===== config.mk =====
export PLATFORM = sky130hd
export DESIGN_NAME = mem_access_unit
export DESIGN_NICKNAME = d
export VERILOG_FILES = /design/src/rtl/mem_access_unit.sv
export SDC_FILE = /design/constraint.sdc
export NUM_CORES = 1
export LEC_CHECK = 0
export ABC_AREA = 1
export CORE_MARGIN = 2
export CORE_UTILIZATION = 45
export CTS_BUF_LIST = sky130_fd_sc_hd__clkbuf_4 sky130_fd_sc_hd__clkbuf_8 sky130_fd_sc_hd__clkbuf_16
export CTS_CLUSTER_DIAMETER = 200
export DETAILED_ROUTE_END_ITERATION = 8
export MAX_ROUTING_LAYER = met4
export PLACE_DENSITY = 0.87
export SLEW_MARGIN = 40
export SYNTH_ARGS = -nofsm -noshare
export SYNTH_HDL_FRONTEND = slang
export SYNTH_SLANG_ARGS = --single-unit

===== constraint.sdc =====
create_clock -name clk -period 1.95 [get_ports clk]
set_input_delay 0.195 -clock clk [delete_from_list [all_inputs] [get_ports clk]]
set_output_delay 0.195 -clock clk [all_outputs]
set_load 0.01 [all_outputs]

===== src/rtl/mem_access_unit.sv =====
// Load/store unit for the MEM stage: drives a single-outstanding bus transfer,
// formats load data and stalls the pipeline while the transfer is in flight.
module mem_access_unit #(
  parameter int TIMEOUT = 16
) (
  input  logic        clk,
  input  logic        reset_n,
  input  logic        valid_in,
  input  logic        mem_read_in,
  input  logic        mem_write_in,
  input  logic [2:0]  funct3_in,
  input  logic [31:0] addr_in,
  input  logic [31:0] wdata_in,
  output logic [31:0] read_data_out,
  output logic        stall_out,
  output logic        misaligned_out,
  output logic        fault_out,
  output logic        bus_req,
  output logic        bus_we,
  output logic [31:0] bus_addr,
  output logic [3:0]  bus_be,
  output logic [31:0] bus_wdata,
  input  logic        bus_ready,
  input  logic [31:0] bus_rdata,
  input  logic        bus_err,
  output logic [1:0]  state_dbg
);

  // Bus handshake: a transfer completes in the cycle bus_req and bus_ready are
  // both high; bus_we/addr/be/wdata stay constant from bus_req rising until then,
  // and bus_rdata/bus_err are only looked at in that completing cycle.

  typedef enum logic [1:0] {
    IDLE = 2'd0,
    BUSY = 2'd1,
    DONE = 2'd2
  } state_t;

  localparam logic [1:0] SZ_B = 2'd0;
  localparam logic [1:0] SZ_H = 2'd1;
  localparam logic [1:0] SZ_W = 2'd2;
  localparam logic [7:0] CNT_MAX = 8'(TIMEOUT - 1);

  state_t      state, state_n;
  logic [7:0]  cnt;
  logic [31:0] addr_q;
  logic [1:0]  size_q;
  logic        uns_q;
  logic        we_q;
  logic [31:0] wdata_q;

  logic [1:0]  size_c;
  logic        uns_c;
  logic        access_c;
  logic        mis_c;
  logic        start;
  logic        mis_set;
  logic        abort;
  logic        load_done;
  logic [31:0] lane;
  logic [31:0] load_data;
  logic [3:0]  be_c;
  logic [31:0] wdata_c;

  // Unused size encodings fall back to word accesses.
  always_comb begin
    size_c = SZ_W;
    uns_c  = 1'b0;
    case (funct3_in)
      3'b000: size_c = SZ_B;
      3'b001: size_c = SZ_H;
      3'b100: begin size_c = SZ_B; uns_c = 1'b1; end
      3'b101: begin size_c = SZ_H; uns_c = 1'b1; end
      default: begin size_c = SZ_W; uns_c = 1'b0; end
    endcase
  end

  assign access_c = valid_in & (mem_read_in | mem_write_in);
  assign mis_c    = ((size_c == SZ_H) & addr_in[0]) |
                    ((size_c == SZ_W) & (addr_in[1:0] != 2'b00));

  always_ff @(posedge clk or negedge reset_n) begin
    if (!reset_n) state <= IDLE;
    else          state <= state_n;
  end

  always_comb begin
    state_n   = state;
    start     = 1'b0;
    mis_set   = 1'b0;
    abort     = 1'b0;
    load_done = 1'b0;
    case (state)
      IDLE: begin
        if (access_c) begin
          if (mis_c) begin
            mis_set = 1'b1;
          end else begin
            start   = 1'b1;
            state_n = BUSY;
          end
        end
      end
      BUSY: begin
        if (bus_ready) begin
          state_n = DONE;
          if (bus_err) abort = 1'b1;
          else         load_done = ~we_q;
        end else if (cnt == CNT_MAX) begin
          state_n = DONE;
          abort   = 1'b1;
        end
      end
      DONE:    state_n = IDLE;
      default: state_n = IDLE;
    endcase
  end

  always_ff @(posedge clk or negedge reset_n) begin
    if (!reset_n) begin
      cnt            <= 8'd0;
      addr_q         <= 32'd0;
      size_q         <= 2'd0;
      uns_q          <= 1'b0;
      we_q           <= 1'b0;
      wdata_q        <= 32'd0;
      read_data_out  <= 32'd0;
      misaligned_out <= 1'b0;
      fault_out      <= 1'b0;
    end else begin
      misaligned_out <= mis_set;
      fault_out      <= abort;
      if (start) begin
        addr_q  <= addr_in;
        size_q  <= size_c;
        uns_q   <= uns_c;
        we_q    <= mem_write_in;
        wdata_q <= wdata_in;
        cnt     <= 8'd0;
      end else if ((state == BUSY) && !bus_ready) begin
        cnt <= cnt + 8'd1;
      end
      if (abort)          read_data_out <= 32'd0;
      else if (load_done) read_data_out <= load_data;
    end
  end

  // Shift the addressed byte/half down to bit 0 before extending.
  assign lane = bus_rdata >> {addr_q[1:0], 3'b000};

  always_comb begin
    load_data = lane;
    case (size_q)
      SZ_B:    load_data = uns_q ? {24'd0, lane[7:0]}  : {{24{lane[7]}}, lane[7:0]};
      SZ_H:    load_data = uns_q ? {16'd0, lane[15:0]} : {{16{lane[15]}}, lane[15:0]};
      default: load_data = lane;
    endcase
  end

  always_comb begin
    be_c    = 4'b1111;
    wdata_c = wdata_q;
    case (size_q)
      SZ_B: begin
        be_c    = 4'b0001 << addr_q[1:0];
        wdata_c = {4{wdata_q[7:0]}};
      end
      SZ_H: begin
        be_c    = 4'b0011 << addr_q[1:0];
        wdata_c = {2{wdata_q[15:0]}};
      end
      default: begin
        be_c    = 4'b1111;
        wdata_c = wdata_q;
      end
    endcase
  end

  // Reset clears state asynchronously, so bus_req drops with reset_n.
  assign bus_req   = (state == BUSY);
  assign bus_we    = bus_req & we_q;
  assign bus_addr  = bus_req ? {addr_q[31:2], 2'b00} : 32'd0;
  assign bus_be    = bus_req ? be_c : 4'd0;
  assign bus_wdata = bus_req ? wdata_c : 32'd0;
  assign stall_out = reset_n & (start | bus_req);
  assign state_dbg = state;

endmodule

==> flow_metrics.tcl, run 1 <==
set metrics [dict create \
    fin_hold_ws_ns 0.237 \
    worst_slack_ns 0.0318 \
    routabilityCongestion 0.910 \
    peakVddDrop_mv 0.601 \
    cp_slowest_cell "dfrtp_1" \
    wl_mm 17.9 \
    grt_pass1_wl_mm 28.6 \
    rr_endpoint "addr_q[31]$_DFFE_PN0N_" \
    final-setup-viol-count 0 \
    antenna_found_initial 0 \
    ys_seq_area_share_pct 47.9 \
    drc 0 \
    rsz0062_at_grt "true" \
    place_area_um2 8190 \
    period_share_pct 98.4 \
    synthDistinctLibCells 33 \
    antenna_left 0 \
    r2r_cells 9 \
    reg2reg_slack_ns 0.18 \
    p_per_area_nw_per_um2 1170 \
    die_height_um 118 \
    tightest_slew_ns 0.670 \
    slew_headroom_pct 55.3 \
    antenna_cells 0 \
    register_area_um2 2800 \
    pre_cts_ws_ns -0.196 \
    io_pins 213 \
    cts_sinks 112 \
    hold_violations 0 \
    clockBufferDepth 2 \
    ys.flop_type "dfrtp_1" \
    synthCells 802 \
    ys_ff_latch 112 \
    drive_gt1_share_pct 8.28 \
    cp_cell_sequence "clkinv_4, buf_4, nand2_4, o21ai_1, nor2_1, dlygate4sd2_1" \
    slew_violations 0 \
    min_period_ns 1.92 \
    fin_worst_skew_ns 0.00859 \
    first_pass_iters 5 \
    viasPerCell 5.10 \
    async_reset_ff_share_pct 100 \
    num-fill-cells 1109 \
    final_nets 1118 \
    clock_latency_ns 0.35 \
    tritoncts "yes" \
    cts_root_buf "clkbuf_16" \
    rows 41 \
    synthTopCellsByCount "nand2_1, dfrtp_1, nor2_1" \
    maxCapViolCount 0 \
    yosys_warnings 0 \
    ctsHtreeMaxLevel 3 \
    cp-end-kind "primary output" \
    design_area_um2 8510 \
    hold_path.class "in2async" \
    hpwl_mm 13.1 \
    numPortBuffers 210 \
    critPathArrivalTime_ns 1.72 \
    grt_start_max_net_pins 55 \
    multiInputGateArea_um2 2540 \
    routedWlPerCell_um 15.1 \
    crit_path_max_incr_delay_ns 0.41 \
    cp_max_fo 9 \
    synth.area.top_cells "dfrtp_1, nand2_1, o21ai_0" \
    drt_iter0_markers 459 \
    status "completed" \
    synth_area_um2 5850 \
    rr_startpoint "state_dbg[0]$_DFFE_PN0P_" \
    synth_top_cell_area_share_pct 47.9 \
    synth.most_common_cell "nand2_1" \
    dr_total_vias 6048 \
    grt_pass1_vias 5811 \
    grt_usage_pct 26.5 \
    worstPathRequired_ns 1.75 \
    clk_pin_slew_worst_paths_ns 0.07 \
    synth_top_area_cell "dfrtp_1" \
    power.leakage_nw 4.44 \
    fmax_ghz 0.521 \
    synth_edf_count 0 \
    dieArea_um2 13900 \
    fp.dieW_um 118 \
    area_delta_synth_final_pct 45.3 \
    core_um2 12700 \
    cts_made_buffers 9 \
    syn_area_per_cell_um2 7.30 \
    critical_path_class "reg2out" \
    cp-start-kind "register" \
    globalRouteOverflowTotal 0 \
    start_util_pct 46.2 \
]
[flip-flops by register name, summed over array words and instances (netlist names)]
register        flops
state_dbg           2
addr_q             32
we_q                1
size_q              2
cnt                 8
fault_out           1
misaligned_out      1
wdata_q            32
uns_q               1
read_data_out      32
[layout by cell type (no fill, tap or decap), types with 2 or more instances in the layout]
| master | count |
|---|---|
| nor2_1 | 75 |
| a21oi_1 | 28 |
| conb_1 | 2 |
| xor2_1 | 2 |
| inv_2 | 4 |
| nand4_1 | 2 |
| clkinv_1 | 5 |
| and3_1 | 2 |
| inv_1 | 54 |
| nand3_1 | 66 |
| clkdlybuf4s50_1 | 140 |
| o22ai_1 | 6 |
| o21ai_1 | 12 |
| o22ai_2 | 2 |
| clkinv_4 | 4 |
| nand2_1 | 284 |
| nand2_4 | 2 |
| o21ai_0 | 60 |
| o211ai_1 | 7 |
| buf_12 | 8 |
| nand2_2 | 11 |
| buf_4 | 29 |
| dfrtp_1 | 112 |
| clkbuf_2 | 4 |
| nor3_1 | 5 |
| dlygate4sd2_1 | 63 |
| clkbuf_16 | 9 |
[final cells by class]
class | instances | share of cell area (%)
clock buffers | 11 | 2.90
flip-flops and latches | 112 | 32.9
multi-input cells | 574 | 29.9
well taps | 172 | 2.53
inverters | 66 | 3.04
repair buffers | 248 | 28.1
clock inverters | 4 | 0.647
[logic make-up (layout without fill, tap and decap cells)]
kind of cell	after synthesis	after routing	share of synthesized area (%)
simple gates	452	452	31.9
compound gates	117	117	10.5
buf+inv	117	329	9.13
flops	112	112	47.9
xor+xnor	2	2	0.299
fa+ha+maj	1	1	0.214
other cells	1	2	0.0641
[critical path, delay by kind of cell (launching register included)]
kind,cells,cell delay [ns]
flip-flops,1,0.41
AND/OR/NAND/NOR,2,0.18
buffers and inverters,3,0.50
AO/OA/AOI/OAI,1,0.26
[where the power goes]
| group | total (mW) | switching [mW] | leakage (nW) | internal, mW |
|---|---|---|---|---|
| combinational | 4.38 | 2.42 | 2.86 | 1.96 |
| clock | 1.89 | 0.843 | 0.145 | 1.04 |
| sequential | 3.66 | 0.495 | 1.44 | 3.17 |
[metal layers]
| metal | GRT usage, % | routed length, µm | vias up |
|---|---|---|---|
| li1 | - | - | 2944 |
| met5 | - | 0 | - |
| met1 | 31.6 | 7220 | 2829 |
| met2 | 44.7 | 8950 | 244 |
| met4 | 9.56 | 454 | 0 |
| met3 | 5.23 | 1320 | 31 |
[per-stage QoR]
step | setup TNS [ns] | power, mW | instances | util (%)
after floorplan | 0 | 6.00 | 803 | -
after global placement | -3.12 | 7.98 | 1163 | 64.7
after detailed placement | -5.03 | 8.11 | 1163 | 64.7
after CTS | 0 | 9.92 | 1183 | 66.8
after global routing | -0.0542 | 10.6 | 1187 | 67.1
final | 0 | 9.93 | 1187 | 67.1
[how the worst max path moves through the flow]
stage	startpoint	end	slack [ns]	depth (start not counted)
after floorplan	state_dbg[0]$_DFFE_PN0P_	stall_out	0.44	5
after global placement	mem_write_in	stall_out	-0.21	6
after detailed placement	mem_write_in	addr_q[11]$_DFFE_PN0N_	-0.20	10
after CTS	state_dbg[1]$_DFFE_PN0P_	bus_wdata[28]	0.003	7
after global routing	size_q[1]$_DFFE_PN0N_	bus_wdata[24]	-0.02	6
final	size_q[1]$_DFFE_PN0N_	bus_wdata[24]	0.03	6
[timing repair]
action | 4_1_cts | 5_1_grt
setup endpoints to repair | 69 | 8
pin swaps | 2 | 2
hold buffers | 1 | 0
setup buffers | 4 | 4
endpoints found under the hold margin | 10 | 0
resized for setup | 83 | 15
gates cloned | 0 | 0
Power figures use the tool's default switching activity.
==> run 2: changes to the inputs <==
--- a/config.mk
+++ b/config.mk
@@ -8,7 +8,7 @@
 export ABC_AREA = 1
 export CORE_MARGIN = 2
 export CORE_UTILIZATION = 45
-export CTS_BUF_LIST = sky130_fd_sc_hd__clkbuf_4 sky130_fd_sc_hd__clkbuf_8 sky130_fd_sc_hd__clkbuf_16
+export CTS_BUF_LIST = sky130_fd_sc_hd__clkbuf_8
 export CTS_CLUSTER_DIAMETER = 200
 export DETAILED_ROUTE_END_ITERATION = 8
 export MAX_ROUTING_LAYER = met4
==> flow_metrics.tcl, run 2 (synthesis results as in run 1) <==
set metrics [dict create \
    status "complete, but fails checks" \
    violations "negative setup slack" \
    hpwl_mm 13.1 \
    antenna_found_initial 0 \
    mostFrequentLayoutCells "nand2_1, clkdlybuf4s50_1, dfrtp_1" \
    critical_path_class "reg2out" \
    rsz0062_at_grt "true" \
    slew_violations 0 \
    grt_start_max_net_pins 55 \
    ctsHtreeMaxLevel 3 \
    grt_usage_pct 26.5 \
    place_area_um2 8190 \
    viasPerCell 5.10 \
    globalRouteOverflowTotal 0 \
    fmax_ghz 0.512 \
    p_per_area_nw_per_um2 1130 \
    worstPathRequired_ns 1.75 \
    routabilityCongestion 0.910 \
    final-setup-viol-count 1 \
    io_pins 213 \
    fin_worst_skew_ns 0.00904 \
    maxCapViolCount 0 \
    cts_sinks 112 \
    power.leakage_nw 4.35 \
    cp-start-kind "register" \
    drt_iter0_markers 551 \
    min_period_ns 1.95 \
    grt_pass1_wl_mm 28.5 \
    clockBufferDepth 2 \
    critPathArrivalTime_ns 1.76 \
    wl_mm 18.0 \
    dieArea_um2 13900 \
    first_pass_iters 5 \
    die_height_um 118 \
    drive_gt1_share_pct 9.37 \
    cp_max_fo 9 \
    rows 41 \
    design_area_um2 8370 \
    cp-end-kind "primary output" \
    cts_root_buf "clkbuf_8" \
    tightest_slew_ns 0.667 \
    final_common_cell "nand2_1" \
    period_share_pct 100 \
    area_delta_synth_final_pct 43.0 \
    worst_slack_ns -0.00424 \
    hold_path.class "in2async" \
    cp_cell_sequence "clkinv_4, buf_4, nand2_4, o21ai_1, nor2_1, dlygate4sd2_1" \
    core_um2 12700 \
    tritoncts "yes" \
    finalSetupTns_ns -0.00424 \
    start_util_pct 46.2 \
    grt_pass1_vias 5784 \
    drc 0 \
    slew_headroom_pct 55.6 \
    numPortBuffers 210 \
    largestRegisters "addr_q (32), read_data_out (32), wdata_q (32)" \
    antenna_cells 0 \
    clk_pin_slew_worst_paths_ns 0.10 \
    crit_path_max_incr_delay_ns 0.42 \
    antenna_left 0 \
    clock_latency_ns 0.39 \
    final_nets 1117 \
    cp_slowest_cell "dfrtp_1" \
    dr_total_vias 6045 \
    cts_made_buffers 9 \
    routedWlPerCell_um 15.2 \
    hold_violations 0 \
    peakVddDrop_mv 0.571 \
    fp.dieW_um 118 \
]
## run 2: cell count changes in the layout (fill, tap and decap cells not counted), moves of 2 or more
cell	before	now
dlygate4sd2_1	63	50
clkbuf_16	9	0
clkbuf_8	1	10
clkbuf_2	4	12
clkdlybuf4s15_1	1	5
o21ai_2	0	3
o21ai_0	60	58
## run 2: final timing paths
path / end / slack [ns] / from / depth (start not counted)
worst min register to register: wdata_q[21]$_DFFE_PN0N_ / 0.49 / wdata_q[21]$_DFFE_PN0N_ / 2
worst max-delay path: bus_wdata[25] / -0.004 / size_q[1]$_DFFE_PN0N_ / 6
max in group asynchronous: addr_q[26]$_DFFE_PN0N_ / 0.87 / reset_n / 3
min in group clk: wdata_q[23]$_DFFE_PN0N_ / 0.33 / wdata_in[23] / 3
worst min-delay path: cnt[5]$_DFFE_PN0P_ / 0.19 / reset_n / 2
worst max register to register: addr_q[11]$_DFFE_PN0N_ / 0.17 / state_dbg[0]$_DFFE_PN0P_ / 9
## run 2: power by group
part,switching (mW),internal (mW)
Combinational,2.43,1.93
Clock,0.805,0.623
Sequential,0.502,3.16
Total,3.74,5.72
## run 2: final cells by class
class	count	area, µm²
Inverter	66	259
Tap cell	172	215
Sequential cell	112	2800
Clock buffer	10	138
Multi-Input combinational cell	574	2560
Timing Repair inverter	1	5.00
Clock inverter	5	58.8
Fill cell	1118	4300
Timing Repair Buffer	246	2330
## run 2: metrics by stage
step | instances | hold WS (ns) | power (mW) | setup slack, ns | util [%]
after floorplan | 803 | -0.101 | 6.00 | 0.443 | -
after global placement | 1163 | 0.0482 | 7.98 | -0.206 | 64.7
after detailed placement | 1163 | 0.0467 | 8.11 | -0.196 | 64.7
after CTS | 1183 | 0.184 | 9.43 | -0.0168 | 66.0
after global routing | 1186 | 0.199 | 10.1 | -0.0731 | 66.1
final | 1186 | 0.194 | 9.45 | -0.00424 | 66.1
## run 2: worst max-delay path, delay by kind of cell, from the launching register on
family / cells / cell delay, ns
simple gates: 2 / 0.20
compound gates: 1 / 0.25
flops: 1 / 0.42
buf+inv: 3 / 0.50
## run 2: timing repair
action                     4_1_cts  5_1_grt
setup endpoints to repair       69       17
setup buffers                    4        2
hold buffers                     1        0
hold endpoints to repair        10        0
resized for setup               88       40
pin swaps                        2        2
cloned                           0        1
## run 2: routing by layer
layer / share of wire (%) / track usage (%) / vias to the layer above
met4: 2.3 / 9.94 / 0
li1: - / - / 2939
met1: 40 / 31.5 / 2814
met5: 0 / - / -
met3: 8.2 / 5.67 / 30
met2: 50 / 44.4 / 262
